[src/rtl/wb_sb_pkg.sv]
// Shared definitions for the writeback scoreboard: FU ids, default
// latencies, slot record layout and hazard bit positions.
package wb_sb_pkg;

  localparam int unsigned NUM_FU_DEF = 5;
  localparam int unsigned FU_W_DEF   = 3;
  localparam int unsigned NREG_DEF   = 32;
  localparam int unsigned REG_W_DEF  = 5;
  localparam int unsigned DEPTH_DEF  = 32;
  localparam int unsigned LAT_W_DEF  = 5;

  localparam logic [2:0] FU_NONE = 3'd0;
  localparam logic [2:0] FU_ALU  = 3'd1;
  localparam logic [2:0] FU_MEM  = 3'd2;
  localparam logic [2:0] FU_MUL  = 3'd3;
  localparam logic [2:0] FU_DIV  = 3'd4;
  localparam logic [2:0] FU_JUMP = 3'd5;

  // Latency per FU, FU 1 in the least significant field.
  localparam logic [24:0] FU_LAT_DEF = {5'd2, 5'd24, 5'd7, 5'd2, 5'd1};

  // Slot record layout, LSB first: rd_used, rd, fu, valid.
  localparam int unsigned SLOT_USED_OFF = 0;
  localparam int unsigned SLOT_RD_OFF   = 1;

  localparam int unsigned HZ_RAW    = 0;
  localparam int unsigned HZ_WAW    = 1;
  localparam int unsigned HZ_STRUCT = 2;
  localparam int unsigned HZ_WBPORT = 3;
  localparam int unsigned HZ_W      = 4;

  function automatic int unsigned slot_fu_off(input int unsigned reg_w);
    return SLOT_RD_OFF + reg_w;
  endfunction

  function automatic int unsigned slot_valid_off(input int unsigned reg_w, input int unsigned fu_w);
    return SLOT_RD_OFF + reg_w + fu_w;
  endfunction

  function automatic int unsigned slot_width(input int unsigned reg_w, input int unsigned fu_w);
    return SLOT_RD_OFF + reg_w + fu_w + 1;
  endfunction

endpackage

[src/rtl/wb_scoreboard_timeline.sv]
// Writeback slot timeline: a DEPTH-entry shift register that moves one slot
// toward the head every clock. A new entry may be dropped into any slot;
// the head entry (slot 0) is the writeback happening this cycle.
module wb_slot_timeline
  import wb_sb_pkg::*;
#(
  parameter int unsigned DEPTH = DEPTH_DEF,
  parameter int unsigned FU_W  = FU_W_DEF,
  parameter int unsigned REG_W = REG_W_DEF,
  parameter int unsigned IDX_W = $clog2(DEPTH_DEF + 1)
) (
  input  logic             clk_i,
  input  logic             rst_ni,
  input  logic             wr_en_i,
  input  logic [IDX_W-1:0] wr_idx_i,
  input  logic [FU_W-1:0]  wr_fu_i,
  input  logic [REG_W-1:0] wr_rd_i,
  input  logic             wr_rd_used_i,
  input  logic [IDX_W-1:0] rd_idx_i,
  output logic             rd_valid_o,
  output logic             head_valid_o,
  output logic [FU_W-1:0]  head_fu_o,
  output logic [REG_W-1:0] head_rd_o,
  output logic             head_rd_used_o
);

  localparam int unsigned FU_OFF    = slot_fu_off(REG_W);
  localparam int unsigned VALID_OFF = slot_valid_off(REG_W, FU_W);
  localparam int unsigned SLOT_W    = slot_width(REG_W, FU_W);

  logic [SLOT_W-1:0] slot_q [DEPTH];
  logic [SLOT_W-1:0] slot_d [DEPTH];
  logic [SLOT_W-1:0] wr_entry_s;

  assign wr_entry_s = {1'b1, wr_fu_i, wr_rd_i, wr_rd_used_i};

  // Shift toward the head, empty slot enters at the tail, then overlay the write.
  // The write target is always empty after the shift because wbport blocks it.
  always_comb begin
    for (int i = 0; i < int'(DEPTH) - 1; i++) begin
      slot_d[i] = slot_q[i+1];
    end
    slot_d[DEPTH-1] = '0;
    for (int i = 0; i < int'(DEPTH); i++) begin
      slot_d[i] = (wr_en_i && (wr_idx_i == IDX_W'(i))) ? wr_entry_s : slot_d[i];
    end
  end

  // Slot storage; reset drops every in-flight entry.
  always_ff @(posedge clk_i or negedge rst_ni) begin
    if (!rst_ni) begin
      for (int i = 0; i < int'(DEPTH); i++) begin
        slot_q[i] <= '0;
      end
    end else begin
      for (int i = 0; i < int'(DEPTH); i++) begin
        slot_q[i] <= slot_d[i];
      end
    end
  end

  // Occupancy lookup; an index of DEPTH (or beyond) reads as empty.
  always_comb begin
    rd_valid_o = 1'b0;
    for (int i = 0; i < int'(DEPTH); i++) begin
      rd_valid_o = (rd_idx_i == IDX_W'(i)) ? slot_q[i][VALID_OFF] : rd_valid_o;
    end
  end

  assign head_valid_o   = slot_q[0][VALID_OFF];
  assign head_fu_o      = slot_q[0][VALID_OFF-1:FU_OFF];
  assign head_rd_o      = slot_q[0][FU_OFF-1:SLOT_RD_OFF];
  assign head_rd_used_o = slot_q[0][SLOT_USED_OFF];

endmodule

[src/rtl/wb_scoreboard.sv]
// In-order issue scoreboard: tracks pending destination registers, busy FUs
// and the writeback timeline, and decides whether the decoded instruction
// can issue this cycle. Writeback select outputs come from the timeline head.
module wb_scoreboard
  import wb_sb_pkg::*;
#(
  parameter int unsigned NUM_FU = NUM_FU_DEF,
  parameter int unsigned FU_W   = FU_W_DEF,
  parameter int unsigned NREG   = NREG_DEF,
  parameter int unsigned REG_W  = REG_W_DEF,
  parameter int unsigned DEPTH  = DEPTH_DEF,
  parameter int unsigned LAT_W  = LAT_W_DEF,
  parameter logic [NUM_FU*LAT_W-1:0] FU_LAT = FU_LAT_DEF
) (
  input  logic              clk_i,
  input  logic              rst_ni,
  input  logic              issue_valid_i,
  input  logic [FU_W-1:0]   issue_fu_i,
  input  logic [REG_W-1:0]  issue_rd_i,
  input  logic              issue_rd_used_i,
  input  logic [REG_W-1:0]  issue_rs1_i,
  input  logic              issue_rs1_used_i,
  input  logic [REG_W-1:0]  issue_rs2_i,
  input  logic              issue_rs2_used_i,
  input  logic              flush_i,
  output logic              issue_ready_o,
  output logic              stall_o,
  output logic [HZ_W-1:0]   hazard_o,
  output logic [NUM_FU-1:0] fu_busy_o,
  output logic              wb_valid_o,
  output logic [FU_W-1:0]   wb_fu_o,
  output logic [REG_W-1:0]  wb_rd_o,
  output logic              wb_we_o
);

  localparam int unsigned IDX_W = $clog2(DEPTH + 1);

  logic [NREG-1:0]   pending_q, pending_d;
  logic [NUM_FU-1:0] fu_busy_q, fu_busy_d;

  logic              fu_known_s;
  logic [LAT_W-1:0]  lat_s;
  logic              fu_busy_sel_s;
  logic              slot_taken_s;
  logic              raw_s, waw_s;
  logic [HZ_W-1:0]   hazard_s;
  logic              ready_s;
  logic              accept_fu_s;
  logic [IDX_W-1:0]  lat_idx_s;

  logic              head_valid_s;
  logic [FU_W-1:0]   head_fu_s;
  logic [REG_W-1:0]  head_rd_s;
  logic              head_rd_used_s;

  // Decode the requested FU id into its latency and current busy state.
  // Ids above NUM_FU are treated like "no FU".
  always_comb begin
    fu_known_s    = 1'b0;
    lat_s         = '0;
    fu_busy_sel_s = 1'b0;
    for (int i = 0; i < int'(NUM_FU); i++) begin
      fu_known_s    = (issue_fu_i == FU_W'(i + 1)) ? 1'b1 : fu_known_s;
      lat_s         = (issue_fu_i == FU_W'(i + 1)) ? FU_LAT[i*int'(LAT_W) +: LAT_W] : lat_s;
      fu_busy_sel_s = (issue_fu_i == FU_W'(i + 1)) ? fu_busy_q[i] : fu_busy_sel_s;
    end
  end

  assign lat_idx_s = IDX_W'(lat_s);

  wb_slot_timeline #(
    .DEPTH (DEPTH),
    .FU_W  (FU_W),
    .REG_W (REG_W),
    .IDX_W (IDX_W)
  ) u_timeline (
    .clk_i          (clk_i),
    .rst_ni         (rst_ni),
    .wr_en_i        (accept_fu_s),
    .wr_idx_i       (lat_idx_s - IDX_W'(1)),
    .wr_fu_i        (issue_fu_i),
    .wr_rd_i        (issue_rd_i),
    .wr_rd_used_i   (issue_rd_used_i),
    .rd_idx_i       (lat_idx_s),
    .rd_valid_o     (slot_taken_s),
    .head_valid_o   (head_valid_s),
    .head_fu_o      (head_fu_s),
    .head_rd_o      (head_rd_s),
    .head_rd_used_o (head_rd_used_s)
  );

  // Hazard detection; no bypass, so a pending source always blocks.
  always_comb begin
    raw_s = (issue_rs1_used_i && (issue_rs1_i != '0) && pending_q[issue_rs1_i]) ||
            (issue_rs2_used_i && (issue_rs2_i != '0) && pending_q[issue_rs2_i]);
    waw_s = issue_rd_used_i && (issue_rd_i != '0) && pending_q[issue_rd_i];
    hazard_s            = '0;
    hazard_s[HZ_RAW]    = issue_valid_i & raw_s;
    hazard_s[HZ_WAW]    = issue_valid_i & waw_s;
    hazard_s[HZ_STRUCT] = issue_valid_i & fu_known_s & fu_busy_sel_s;
    hazard_s[HZ_WBPORT] = issue_valid_i & fu_known_s & slot_taken_s;
    ready_s             = issue_valid_i & ~flush_i & ~(|hazard_s);
    accept_fu_s         = ready_s & fu_known_s;
  end

  assign hazard_o      = hazard_s;
  assign issue_ready_o = ready_s;
  assign stall_o       = issue_valid_i & ~ready_s & ~flush_i;

  // Next pending/busy state: retire the head writeback, then record the new issue.
  always_comb begin
    pending_d = pending_q;
    fu_busy_d = fu_busy_q;
    for (int i = 0; i < int'(NUM_FU); i++) begin
      fu_busy_d[i] = (head_valid_s && (head_fu_s == FU_W'(i + 1))) ? 1'b0 : fu_busy_d[i];
    end
    pending_d[head_rd_s] = (head_valid_s && head_rd_used_s) ? 1'b0 : pending_d[head_rd_s];
    for (int i = 0; i < int'(NUM_FU); i++) begin
      fu_busy_d[i] = (accept_fu_s && (issue_fu_i == FU_W'(i + 1))) ? 1'b1 : fu_busy_d[i];
    end
    pending_d[issue_rd_i] = (accept_fu_s && issue_rd_used_i && (issue_rd_i != '0)) ?
                            1'b1 : pending_d[issue_rd_i];
  end

  // Pending-register and FU-busy state.
  always_ff @(posedge clk_i or negedge rst_ni) begin
    if (!rst_ni) begin
      pending_q <= '0;
      fu_busy_q <= '0;
    end else begin
      pending_q <= pending_d;
      fu_busy_q <= fu_busy_d;
    end
  end

  assign fu_busy_o  = fu_busy_q;
  assign wb_valid_o = head_valid_s;
  assign wb_fu_o    = head_valid_s ? head_fu_s : '0;
  assign wb_rd_o    = head_valid_s ? head_rd_s : '0;
  assign wb_we_o    = head_valid_s & head_rd_used_s;

endmodule

[config.mk]
export PLATFORM = sky130hd
export DESIGN_NAME = wb_scoreboard
export DESIGN_NICKNAME = d
export VERILOG_FILES = /design/src/rtl/wb_sb_pkg.sv /design/src/rtl/wb_scoreboard_timeline.sv /design/src/rtl/wb_scoreboard.sv
export SDC_FILE = /design/constraint.sdc
export NUM_CORES = 1
export LEC_CHECK = 0
export ABC_AREA = 1
export CAP_MARGIN = 20
export CORE_MARGIN = 1.5
export CORE_UTILIZATION = 25
export CTS_CLUSTER_SIZE = 25
export DETAILED_ROUTE_END_ITERATION = 16
export GPL_TIMING_DRIVEN = 1
export HOLD_SLACK_MARGIN = 0.12
export PLACE_DENSITY = 0.37
export SYNTH_ARGS = -nofsm -noshare
export SYNTH_HDL_FRONTEND = slang
export SYNTH_SLANG_ARGS = --single-unit
[constraint.sdc]
create_clock -name clk_i -period 2.5 [get_ports clk_i]
set_clock_uncertainty 0.2 [all_clocks]
set_input_delay 0.5 -clock clk_i [delete_from_list [all_inputs] [get_ports clk_i]]
set_output_delay 0.5 -clock clk_i [all_outputs]
set_load 0.005 [all_outputs]
==> metrics.txt <==
status=finished with violations; failing checks=negative setup slack; maximum capacitance violations=0; Die Height=235 um; Final ANT Viol Nets=0; total track usage=13.9%; clk_lat worst skew=0.57 ns; Seq/Total Area, Yosys=about two thirds; final setup vio count=slightly below 80; CTS Buf Count=41; antenna cells=0; Slew @ Worst Pin=0.539 ns; Synth area leaders=dfrtp_1 66%, nand2_1 9.3%, clkbuf_1 7.8%; relative slew slack=64.1%; Core ar.=roughly 53000 um^2; pre-CTS setup slack=-1.66 ns; number of distinct library cells after synthesis=29; GP Congestion=0.895; worst hold slack=~0.13 ns; critical path peak fanout=5; area added between synthesis and finish=36.9%; die area=55200 um^2; Avg WL per Cell=17.1 um; DP HPWL=25100 um; vias per std cell=between 4 and 5; slowest stage delay, CP=0.45 ns; Clk pin slew, worst setup/hold paths=0.06 ns; WP data required=1.80 ns; Avg Synthesized Cell Area=9.37 um^2; Crit Path Class=flip-flop to primary output; Synth area leader=dfrtp_1; Yosys top cell area share=66.4%; Initial Util=between 20% and 30%; Post-Synthesis Cells=about 1400; #FFs+latches synth=357; Crit path depth=14; initial antenna violation count=1; crit path DAT=2.48 ns; Slowest-stage cell, CP=dfrtp_2; largest net degree at the start of global routing=62; vias in the first global route=9585; fmax=314 MHz; Die X=235 um; Max VDD drop=0.534 mV; initial drt markers=557; via count=9300; Power Density=912 nW/um^2; drt total wl=between 30000 and 40000 um; CP delay by family, top=simple AND/OR/NAND/NOR gates; Residual DRC=0; fin nets=~1500; cells on worst reg2reg path=21; Buf/Inv on CP=4; first-pass GRT wire length=58300 um; startpoint types=flip-flop; H-tree depth=2; FP Rows=84; final worst setup slack=-0.681 ns; # IOs=between 40 and 50; Tmin final=3.18 ns; Clock Path Buffers=3; CP Capture Type=primary output; Lkg Pwr=8.84 nW; r2r setup slk=-0.58 ns; synth warn=0; Tightest Hold Check Type=flip-flop to flip-flop; final instance area=between 15000 and 20000 um^2; Post-Syn Area=13500 um^2; Hold Vio Cnt, Final=0; TritonRoute pass-1 iters=5; final design utilization=approximately a third; RSZ-0062 raised after global routing=yes; CTS tree=yes; layout cell share with drive strength beyond 1=38.7%; Min-Delay Path Depth=0; clk root buf=clkbuf_16; Post-DP Area=~16000 um^2; Cell Chain, Critical Path=inv_2, a21oi_1, o21ai_0, nand3_1, nand3_1, nand4_1, nand2_2, nand2_2, nand2_4, inv_4, nor3_4, buf_6, nor3_4, buf_2; CTS sink cnt=357; Tcrit/Tclk final=127%; Slew Viols, Final=0; PortBufs=between 40 and 50; GRT overflow=0
## layer usage
layer / vias up / part of all wire, % / global-route usage, %
li1: 4405 / - / -
met1: 4617 / 46 / 19.3
met2: 211 / 46 / 21.6
met3: 67 / 5.2 / 3.13
met4: 0 / 2.8 / 4.51
met5: - / 0 / 0
## timing repair
action,in CTS,in global routing
resized for setup,227,234
setup buffers,42,16
endpoints found under the hold margin,54,0
setup endpoints to repair,92,89
hold buffers,1,0
pin swaps,46,49
cloned,6,6
## final timing paths
kind | from | to
worst max-delay path | pending_q[9] | stall_o
worst min-delay path | u_timeline.slot_q[283] | u_timeline.slot_q[293]
worst max register to register | u_timeline.head_rd_o[0] | pending_q[8]
worst min register to register | u_timeline.slot_q[283] | u_timeline.slot_q[293]
max in group asynchronous | rst_ni | u_timeline.slot_q[231]
min in group asynchronous | rst_ni | u_timeline.slot_q[6]
## synth_stat cells, drive strengths merged
cell     number
nand2       335
o21ai        91
nor2        107
a21oi        33
a22oi        10
o2111ai       1
inv          95
o31ai         4
clkinv        7
a21o          1
nor3         14
conb          1
nand4         4
dfrtp       357
nand3b       12
or2           3
nand3        36
buf          19
o211ai       15
o22ai         2
o41ai         1
clkbuf      282
o221ai        6
## placed cells by master (no fill, tap or decap), drive strengths merged, types with 19 or more instances in the layout
cell type / n
nor2: 107
o21ai: 91
clkinv: 19
clkbuf: 67
inv: 96
buf: 279
dfrtp: 357
a21oi: 33
nand2: 335
nand3: 36
## cell type report
cell class,count,area [um^2]
clock buffer,51,1130
clock inverter,21,223
fill,5298,34400
inverter,102,409
multi-input combinational,685,3810
sequential,357,8950
tap,688,861
timing repair buffer,320,3040
## report_power, final
part           switching, mW  leakage, nW  total (mW)  internal [mW]
Sequential             0.583         4.18        6.95           6.37
Clock                   2.45        0.657        5.91           3.46
Combinational           2.02         4.00        3.94           1.92
Total                   5.05         8.84        16.8           11.7
## flip-flops by register name, summed over array words and instances (netlist names)
signal,count
u_timeline.head_valid_o,1
fu_busy_o,5
u_timeline.head_rd_used_o,1
u_timeline.slot_q,310
pending_q,32
u_timeline.head_rd_o,5
u_timeline.head_fu_o,3
## kinds of logic (layout without fill, tap and decap cells)
| family | Yosys count | count (layout) | share of synthesized area, % |
|---|---|---|---|
| buffers and inverters | 403 | 494 | 11.5 |
| AO/OA/AOI/OAI | 164 | 164 | 6.90 |
| flip-flops | 357 | 357 | 66.4 |
| AND/OR/NAND/NOR | 511 | 511 | 15.2 |
| other | 1 | 10 | 0.0279 |
## metrics by stage
step / TNS, ns / std cells / total power [mW]
2_1_floorplan: 0 / 1445 / 8.10
3_3_place_gp: -98.04 / 2103 / 10.0
3_5_place_dp: -96.66 / 2103 / 10.0
4_1_cts: -26.43 / 2215 / 16.8
5_1_grt: -46.51 / 2224 / 17.7
6_report: -34.40 / 2224 / 16.8
Power figures use the tool's default switching activity.
